## src/rtl/halt_cause_ctrl_if.sv

```systemverilog
`default_nettype none
// ============================================================================
// Module   : halt_cause_ctrl_if
// Brief    : Halt-request / resume-handshake bundle between the core side
//            (master) and the halt cause controller (slave).
//            step_req exists only when HALT_STEP_EN is defined.
// Revision : 1.0 - initial release
// ============================================================================
interface halt_cause_ctrl_if #(
    parameter int NUM_CAUSES = 4,
    parameter int CNT_W      = 8,
    parameter int CAUSE_W    = $clog2(NUM_CAUSES + 1)
);
    logic [NUM_CAUSES-1:0] cause_i;
    logic                  pipe_empty;
    logic                  retire;
    logic                  unhalt_req;
    logic                  unhalt_ack;
    logic                  stall;
    logic                  halted;
    logic [CAUSE_W-1:0]    halt_cause;
    logic [NUM_CAUSES-1:0] pending;
    logic [CNT_W-1:0]      halt_count;
`ifdef HALT_STEP_EN
    logic                  step_req;

    modport master (
        output cause_i, pipe_empty, retire, unhalt_req, step_req,
        input  unhalt_ack, stall, halted, halt_cause, pending, halt_count
    );
    modport slave (
        input  cause_i, pipe_empty, retire, unhalt_req, step_req,
        output unhalt_ack, stall, halted, halt_cause, pending, halt_count
    );
`else
    modport master (
        output cause_i, pipe_empty, retire, unhalt_req,
        input  unhalt_ack, stall, halted, halt_cause, pending, halt_count
    );
    modport slave (
        input  cause_i, pipe_empty, retire, unhalt_req,
        output unhalt_ack, stall, halted, halt_cause, pending, halt_count
    );
`endif
endinterface
`default_nettype wire

```

## src/rtl/halt_cause_ctrl.sv

```systemverilog
`default_nettype none
// ============================================================================
// Module   : halt_cause_ctrl
// Brief    : Prioritised halt-cause arbiter with pipeline drain, sticky pending
//            causes, saturating halt-event counter and req/ack resume.
//            Optional single-step support under macro HALT_STEP_EN.
// Revision : 1.0 - initial release
// ============================================================================
module halt_cause_ctrl #(
    parameter int NUM_CAUSES = 4,
    parameter int CAUSE_W    = $clog2(NUM_CAUSES + 1),
    parameter int CNT_W      = 8
) (
    input  wire logic        clk,
    input  wire logic        reset,
    halt_cause_ctrl_if.slave bus
);

`ifdef HALT_STEP_EN
    typedef enum logic [2:0] {
        ST_RUN     = 3'd0,
        ST_HALTING = 3'd1,
        ST_HALTED  = 3'd2,
        ST_RESUME  = 3'd3,
        ST_STEP    = 3'd4
    } state_t;

    localparam logic [CAUSE_W-1:0] c_step_code = CAUSE_W'(NUM_CAUSES);
`else
    typedef enum logic [2:0] {
        ST_RUN     = 3'd0,
        ST_HALTING = 3'd1,
        ST_HALTED  = 3'd2,
        ST_RESUME  = 3'd3
    } state_t;
`endif

    localparam logic [CNT_W-1:0] c_cnt_max = '1;

    state_t                r_state;
    state_t                w_state_nxt;
    logic [CAUSE_W-1:0]    r_halt_cause;
    logic [NUM_CAUSES-1:0] r_pending;
    logic [CNT_W-1:0]      r_halt_count;

    logic                  w_any_cause;
    logic [CAUSE_W-1:0]    w_cause_enc;
    logic                  w_halt_entry;
    logic                  w_step_done;
    logic                  w_clear_pending;
    logic                  w_stall;
    logic                  w_halted;
    logic                  w_unhalt_ack;

    // Lowest set index wins: scan from the top so lower indices overwrite.
    always_comb begin
        w_any_cause = |bus.cause_i;
        w_cause_enc = '0;
        for (int i = NUM_CAUSES - 1; i >= 0; i--) begin
            if (bus.cause_i[i]) begin
                w_cause_enc = CAUSE_W'(i);
            end
        end
    end

    always_comb begin
        w_state_nxt     = r_state;
        w_halt_entry    = 1'b0;
        w_step_done     = 1'b0;
        w_clear_pending = 1'b0;
        w_stall         = 1'b0;
        w_halted        = 1'b0;
        w_unhalt_ack    = 1'b0;

        case (r_state)
            ST_RUN: begin
                if (w_any_cause) begin
                    w_state_nxt  = ST_HALTING;
                    w_halt_entry = 1'b1;
                end
            end

            ST_HALTING: begin
                w_stall = 1'b1;
                if (bus.pipe_empty) begin
                    w_state_nxt = ST_HALTED;
                end
            end

            ST_HALTED: begin
                w_stall  = 1'b1;
                w_halted = 1'b1;
                if (bus.unhalt_req) begin
                    w_state_nxt = ST_RESUME;
                end
`ifdef HALT_STEP_EN
                else if (bus.step_req) begin
                    w_state_nxt = ST_STEP;
                end
`endif
            end

            ST_RESUME: begin
                w_unhalt_ack    = 1'b1;
                w_clear_pending = 1'b1;
                w_state_nxt     = ST_RUN;
            end

`ifdef HALT_STEP_EN
            // A genuine cause outranks the step completion and is counted.
            ST_STEP: begin
                if (w_any_cause) begin
                    w_state_nxt  = ST_HALTING;
                    w_halt_entry = 1'b1;
                end else if (bus.retire) begin
                    w_state_nxt = ST_HALTING;
                    w_step_done = 1'b1;
                end
            end
`endif

            default: begin
                w_state_nxt = ST_RUN;
            end
        endcase
    end

    always_ff @(posedge clk) begin
        if (reset) begin
            r_state <= ST_RUN;
        end else begin
            r_state <= w_state_nxt;
        end
    end

    always_ff @(posedge clk) begin
        if (reset) begin
            r_halt_cause <= '0;
            r_halt_count <= '0;
        end else if (w_halt_entry) begin
            r_halt_cause <= w_cause_enc;
            if (r_halt_count != c_cnt_max) begin
                r_halt_count <= r_halt_count + CNT_W'(1);
            end
        end
`ifdef HALT_STEP_EN
        else if (w_step_done) begin
            r_halt_cause <= c_step_code;
        end
`endif
    end

    // Causes accumulate in every state; the resume cycle wipes the record.
    always_ff @(posedge clk) begin
        if (reset || w_clear_pending) begin
            r_pending <= '0;
        end else begin
            r_pending <= r_pending | bus.cause_i;
        end
    end

`ifndef HALT_STEP_EN
    logic w_unused_retire;
    assign w_unused_retire = bus.retire | w_step_done;
`endif

    assign bus.stall      = w_stall;
    assign bus.halted     = w_halted;
    assign bus.unhalt_ack = w_unhalt_ack;
    assign bus.halt_cause = r_halt_cause;
    assign bus.pending    = r_pending;
    assign bus.halt_count = r_halt_count;

endmodule
`default_nettype wire
```

## src/flat_wrapper.sv

```systemverilog
// flat-port wrapper written by rule: the top's interface ports become plain ports
module halt_cause_ctrl_flat 
#(
    parameter int NUM_CAUSES = 4,
    parameter int CAUSE_W    = $clog2(NUM_CAUSES + 1),
    parameter int CNT_W      = 8
)
  (clk, reset, bus_cause_i, bus_pipe_empty, bus_retire, bus_unhalt_req, bus_unhalt_ack, bus_stall, bus_halted, bus_halt_cause, bus_pending, bus_halt_count);
  halt_cause_ctrl_if #(.NUM_CAUSES(NUM_CAUSES), .CNT_W(CNT_W), .CAUSE_W(CAUSE_W)) bus_i ();
  input  wire logic clk;
  input  wire logic reset;
  input wire logic [$bits(bus_i.cause_i)-1:0] bus_cause_i;
  input wire logic [$bits(bus_i.pipe_empty)-1:0] bus_pipe_empty;
  input wire logic [$bits(bus_i.retire)-1:0] bus_retire;
  input wire logic [$bits(bus_i.unhalt_req)-1:0] bus_unhalt_req;
  output wire logic [$bits(bus_i.unhalt_ack)-1:0] bus_unhalt_ack;
  output wire logic [$bits(bus_i.stall)-1:0] bus_stall;
  output wire logic [$bits(bus_i.halted)-1:0] bus_halted;
  output wire logic [$bits(bus_i.halt_cause)-1:0] bus_halt_cause;
  output wire logic [$bits(bus_i.pending)-1:0] bus_pending;
  output wire logic [$bits(bus_i.halt_count)-1:0] bus_halt_count;
  assign bus_i.cause_i = bus_cause_i;
  assign bus_i.pipe_empty = bus_pipe_empty;
  assign bus_i.retire = bus_retire;
  assign bus_i.unhalt_req = bus_unhalt_req;
  assign bus_unhalt_ack = bus_i.unhalt_ack;
  assign bus_stall = bus_i.stall;
  assign bus_halted = bus_i.halted;
  assign bus_halt_cause = bus_i.halt_cause;
  assign bus_pending = bus_i.pending;
  assign bus_halt_count = bus_i.halt_count;
  halt_cause_ctrl #(.NUM_CAUSES(NUM_CAUSES), .CAUSE_W(CAUSE_W), .CNT_W(CNT_W)) u_core (.clk(clk), .reset(reset), .bus(bus_i));
endmodule
```

## config.mk

```make
export PLATFORM = sky130hd
export DESIGN_NAME = halt_cause_ctrl_flat
export DESIGN_NICKNAME = d
export VERILOG_FILES = /design/src/rtl/halt_cause_ctrl_if.sv /design/src/rtl/halt_cause_ctrl.sv /design/src/flat_wrapper.sv
export SDC_FILE = /design/constraint.sdc
export NUM_CORES = 1
export LEC_CHECK = 0
export BUFFER_PORTS_ARGS = -buffer_cell sky130_fd_sc_hd__clkbuf_2
export CORE_UTILIZATION = 48
export DETAILED_ROUTE_END_ITERATION = 10
export PLACE_DENSITY = 0.88
export SYNTH_ARGS = -nofsm -noshare
export SYNTH_HDL_FRONTEND = slang
export SYNTH_SLANG_ARGS = --single-unit
```

## constraint.sdc

```tcl
create_clock -name clk -period 1.8 [get_ports clk]
set_input_delay 0.09 -clock clk [delete_from_list [all_inputs] [get_ports clk]]
set_output_delay 0.09 -clock clk [all_outputs]
set_load 0.02 [all_outputs]
```

# Yosys cells after proc, flatten, opt, wreduce, memory -nomap -nowiden
# Index checks and enable logic that the tools add are counted.
word_totals:
  ff_bits: 18
  latchBits: 0
  ram_bits: 0
  rom_bits: 0
  inputBits: 9
  word_cells: 32
  mem_count: 0
classes:
  add_sub_neg: 1
  mul: 0
  n_div: 0
  n_lt_le_gt_ge: 0
  n_eq_ne: 7
  n_shift: 0
  n_mux: 13
  bitwise: 1
  n_reduce_logical: 6
op_table:
  columns: ["op", "n"]
  rows:
  - ["two-way mux 3 bit", 6]
  - ["one-hot mux 3 bit (3 select lines)", 1]
  - ["adder 8 x 1 -> 8 bit (second input constant)", 1]
  - ["inequality test 8 bit (second input constant)", 1]
  - ["== test 3 x 2 -> 1 bit (second input constant)", 2]
  - ["two-way mux 1 bit", 5]
  - ["inequality test 2 bit (second input constant)", 2]
  - ["bitwise OR 4 bit", 1]
  - ["OR reduction 4 bit", 1]
  - ["== test 3 x 1 -> 1 bit (second input constant)", 1]
  - ["logical NOT 3 bit", 1]
  - ["AND reduction 3 bit", 1]
  - ["two-way mux 2 bit", 1]
  - ["inequality test 2 x 1 -> 1 bit (second input constant)", 1]
  - ["AND reduction 2 bit", 1]
  - ["OR reduction 2 bit", 1]
  - ["logical OR 1 bit", 1]

# Logic depth before layout (Yosys ltp)
depth:
  word_depth: 4
  ltp_mapped: 5
  mapped_depth_nobuf: 5

# Worst setup path before layout
# No wires, ideal clock.
synth_timing:
  path_kind: "register -> register"
  startpoint: "reg u_core.r_state[0]"
  endpoint: "reg u_core.r_halt_count[5], in the netlist u_core.bus.halt_count[5]"
  setup_time_ns: 0.123
  arrival_time_ns: 1.475
  required_time_ns: 1.677
  slack_ns: 0.202
  stages_incl_launch_ff: 6
  path_buffers: 0
  path_cell_list: "dfxtp_1 inv_1 ha_1 o41ai_2 or3_1 mux2_1"
synth_between:
  elab_chain_len: 3
synth_lines:
  columns: ["item", "line", "rtl"]
  rows:
  - ["from (decl)", "halt_cause_ctrl.sv:40", "state_t r_state;"]
  - ["from (signal assigned)", "halt_cause_ctrl.sv:132", "r_state <= w_state_nxt;"]
  - ["logical NOT 3 bit", "halt_cause_ctrl.sv:75", "case (r_state)"]
  - ["two-way mux 1 bit", "halt_cause_ctrl.sv:75", null]
  - ["AND reduction 2 bit (no source line)", null, null]
  - ["to (signal assigned)", "halt_cause_ctrl.sv:143", "r_halt_count <= r_halt_count + CNT_W'(1);"]
  - ["to (decl)", "halt_cause_ctrl.sv:44", "logic [CNT_W-1:0] r_halt_count;"]
# Every way passes these cells.
# A chain may end at the register's enable or synchronous reset.

# Worst setup path after layout
layout_timing:
  startpoint: "reg u_core.r_state[1]"
  endpoint: "reg u_core.r_state[1]"
layout_between:
  elab_chain_len: 3
  elab_cells_between_ends: 8
  cone_classes: "eq/ne: 5; mux: 1; reduce/logical: 2"
layout_lines:
  columns: ["item", "line"]
  rows:
  - ["== test 3 x 2 -> 1 bit, or another cell as far along", "halt_cause_ctrl.sv:75"]
  - ["inequality test 2 bit (no source line) / inequality test 2 x 1 -> 1 bit (equally long branches)", null]
  - ["AND reduction 3 bit (no source line)", null]
# Parallel ways exist; a longest one is shown, timed or not.

==> results by group <==
Timing
  – Max Clock Freq: 0.611 GHz
  – RSZ-0062 raised after global routing: false
  – Worst max-slew margin expressed relative to the limit: 62.2%
  – Hold Violations, Final: 0
  – Slew at the pin closest to its max-slew limit: 0.560 ns
  – Final setup TNS: 0 ns
  – Final Max Tran Viols: 0
  – Hold WS: 0.103 ns
  – Final clock period utilization by the worst path: 90.9%
  – Number of endpoints failing setup at the final stage: 0
  – Worst-case clock skew: 0.00449 ns
  – Final critical path time including I/O delays and setup: 1.64 ns

Power and ir drop
  – Worst-case vdd ir drop: 0.786 mV
  – Power density over cell area: 1300 nW/um^2
  – Sw Pwr: 0.000531 W
  – Static leakage: 0.471 nW
  – Gate power share: 46.7%
  – Total internal power: 0.000753 W
  – Switching power share of the total: 41.4%
  – Clk network pwr share: 14.2%
  – Sequential cell fraction of total power: 39.1%

Worst setup path
  – CP Max Fanout: 6
  – Critical R2R Launch: u_core.r_state[1]
  – Critical path start-end classification: reg2reg
  – Register-to-Register Path Depth: 5
  – Flop2flop setup slack: 0.16 ns
  – Critical path data arrival time: 1.85 ns
  – Endpoint kind of the worst setup timing path: flip-flop
  – CP Launch Type: flip-flop
  – Required time of the critical path: 2.01 ns
  – Reg2reg end: u_core.r_state[1]

Outcome
  – Run status: complete, but fails checks
  – Violations in the final reports: DRC

GRT
  – Number of antenna violations at the first check in global routing: 0
  – Maximum number of pins on one net before global-route repair: 12
  – Wire length of the first global-routing pass: 2750 microns
  – All-layer global routing usage: 19.3%
  – GRT overflow: 0
  – Number of global-route vias before repair: 621

Floorplan
  – Area of the core: 1560 sq um
  – Die area: 1900 sq um
  – Site row count: 14
  – DIE WIDTH: 43.5 microns
  – Initial core utilization: 53.1%
  – Height of the die: 43.5 microns
  – Ports placed on the boundary: 27

Synth
  – Fraction of synthesized cell area taken by the top area cell type: 38.7%
  – Sequential-to-total area share from yosys stat: 38.7%
  – Number of standard cells after synthesis: 90
  – #FFs+latches synth: 16
  – Average footprint of a synthesized cell: 9.20 sq um
  – Dominant cells by area after synthesis: dfxtp_1, ha_1, nand2_1
  – Count of unique library cells instantiated by Yosys: 35
  – Cell taking the most area after synthesis: dfxtp_1
  – Post-synthesis cell area: 828 sq um
  – Synthesized net count: 105
  – Synthesis warning total: 0

Final layout
  – Share of final-layout standard cells stronger than drive strength 1: 28.4%
  – Final-layout fill cell count: 137
  – # diodes: 0
  – Area grow syn2layout: 19.2%
  – Nets: 133
  – Share of the core filled with cells in the final layout: 63.3%

Clock tree
  – Level count of the clock H-tree: 1
  – Number of buffers inserted for hold repair after clock tree synthesis: 0
  – Number of CTS-inserted buffers: 3
  – Post-CTS setup buffer count: 0
  – CTS Root Buffer Type: clkbuf_4
  – Post_cts resized: 0
  – Maximum number of buffers from clock root to sink: 2
  – Clock transition at the registers of the reported paths: 0.09 ns
  – CTS sink count: 16
  – Clock tree from TritonCTS: done
  – Clock insertion delay at the later pin of the skew report: 0.28 ns

Route
  – Routed length per placed instance: 12.7 microns
  – Number of nets with antenna violations after routing: 0
  – Remaining routing DRC violations: 4
  – Overall via count from detail_route: 756
  – Initial detailed-routing violation count: 16
  – Number of iterations in the first detailed-routing pass: 7
  – Via density per instance: 5.73
  – Final Routed Wirelength: 1680 microns

Hold path
  – Startpoint of the worst hold path: bus_cause_i[1]
  – Endpoint of the worst hold-timing path: u_core.bus.pending[1]
  – Worst hold path depth: 2
  – Path type of the worst min-delay path: in2reg

Placed design
  – Half-perimeter wire length of the detailed placement result: 1270 microns
  – Routability congestion estimate: 0.780
  – Count of input and output buffers: 24

Flow run
  – Max-capacitance violation count: 0
## metal layers
| metal | track usage, % | share of wire, % | up-vias |
|---|---|---|---|
| met5 | 0 | 0 | - |
| met4 | 5.63 | 0 | 0 |
| met3 | 3.75 | 5.8 | 0 |
| met2 | 31.3 | 46 | 32 |
| met1 | 25.9 | 48 | 345 |
| li1 | - | - | 379 |
## Yosys cell counts
library cell / instances
dfxtp_1: 16
nand2_1: 9
inv_1: 8
ha_1: 6
a21oi_1: 5
o21a_1: 4
o21ai_0: 4
mux2i_1: 3
nand3_1: 3
nor2_1: 3
a311oi_1: 2
nor2b_1: 2
o211a_1: 2
or3_1: 2
a2111oi_0: 1
a211oi_1: 1
a222oi_1: 1
a41oi_1: 1
and2_1: 1
and2b_2: 1
and3_1: 1
and4_1: 1
and4_4: 1
buf_4: 1
clkbuf_1: 1
conb_1: 1
mux2_1: 1
mux2_2: 1
nor3_1: 1
nor3b_1: 1
nor4_1: 1
o41a_1: 1
o41ai_1: 1
o41ai_2: 1
or2_2: 1
## flip-flops by register name, indices dropped and copies added, names as in the netlist
name                   flops
u_core.bus.halt_cause      2
u_core.bus.halt_count      8
u_core.bus.pending         4
u_core.r_state             2
## kinds of logic (layout without fill, tap and decap cells)
group,after synthesis,count (layout),share of synthesized area [%]
mux,5,5,6.34
other cells,1,1,0.453
buf+inv,10,36,4.98
compound gates,24,24,22.2
simple gates,28,28,18.3
flops,16,16,38.7
fa+ha+maj,6,6,9.06
## through the flow
step                std cells  instance area [sq um]  worst slack, ns  total power (W)
floorplan                  90                    828            0.202         0.000934
global placement          129                    965            0.214          0.00109
finish                    132                    987            0.163          0.00128
detailed placement        129                    965            0.152          0.00111
CTS                       132                    987            0.133          0.00129
global route              132                    987          0.00536          0.00138
## power by group through the flow
stage | combinational [W] | clock, W | sequential [W]
4_1_cts | 0.000601 | 0.000190 | 0.000501
3_5_place_dp | 0.000599 | 0 | 0.000510
6_report | 0.000600 | 0.000182 | 0.000502
3_3_place_gp | 0.000584 | 0 | 0.000502
2_1_floorplan | 0.000372 | 0 | 0.000562
5_1_grt | 0.000672 | 0.000199 | 0.000514
## layout by cell type, fill, tap and decap left out, types with 2 or more instances in the layout
cell type  Yosys  layout
nor2b_1        2       2
ha_1           6       6
o21ai_0        4       4
nand2_1        9       9
or3_1          2       2
nor2_1         3       3
mux2i_1        3       3
a21oi_1        5       5
inv_1          8       8
clkbuf_4       0       3
o21a_1         4       4
o211a_1        2       2
nand3_1        3       3
dfxtp_1       16      16
a311oi_1       2       2
clkbuf_2       0      24
## worst max path at each step
stage,start,end
2_1_floorplan,u_core.r_state[0],u_core.bus.halt_count[5]
3_3_place_gp,u_core.r_state[0],u_core.bus.halt_count[5]
3_5_place_dp,u_core.r_state[0],u_core.r_state[1]
4_1_cts,u_core.r_state[0],u_core.r_state[1]
5_1_grt,u_core.r_state[0],u_core.r_state[1]
6_report,u_core.r_state[1],u_core.r_state[1]
## layout make-up
cell class	count	area, sq um	area share [%]
clock buffer	3	22.5	2.28
inverter	8	30.0	3.04
multi-input combinational	64	467	47.3
sequential	16	320	32.4
tap	16	20.0	2.03
timing repair buffer	25	128	12.9
## critical path, cell delays in order, from the launching register on
cell,delay [ns]
dfxtp_1,0.43
inv_1,0.09
ha_1,0.21
buf_4,0.16
a222oi_1,0.43
mux2i_1,0.25
Power figures use the tool's default switching activity.
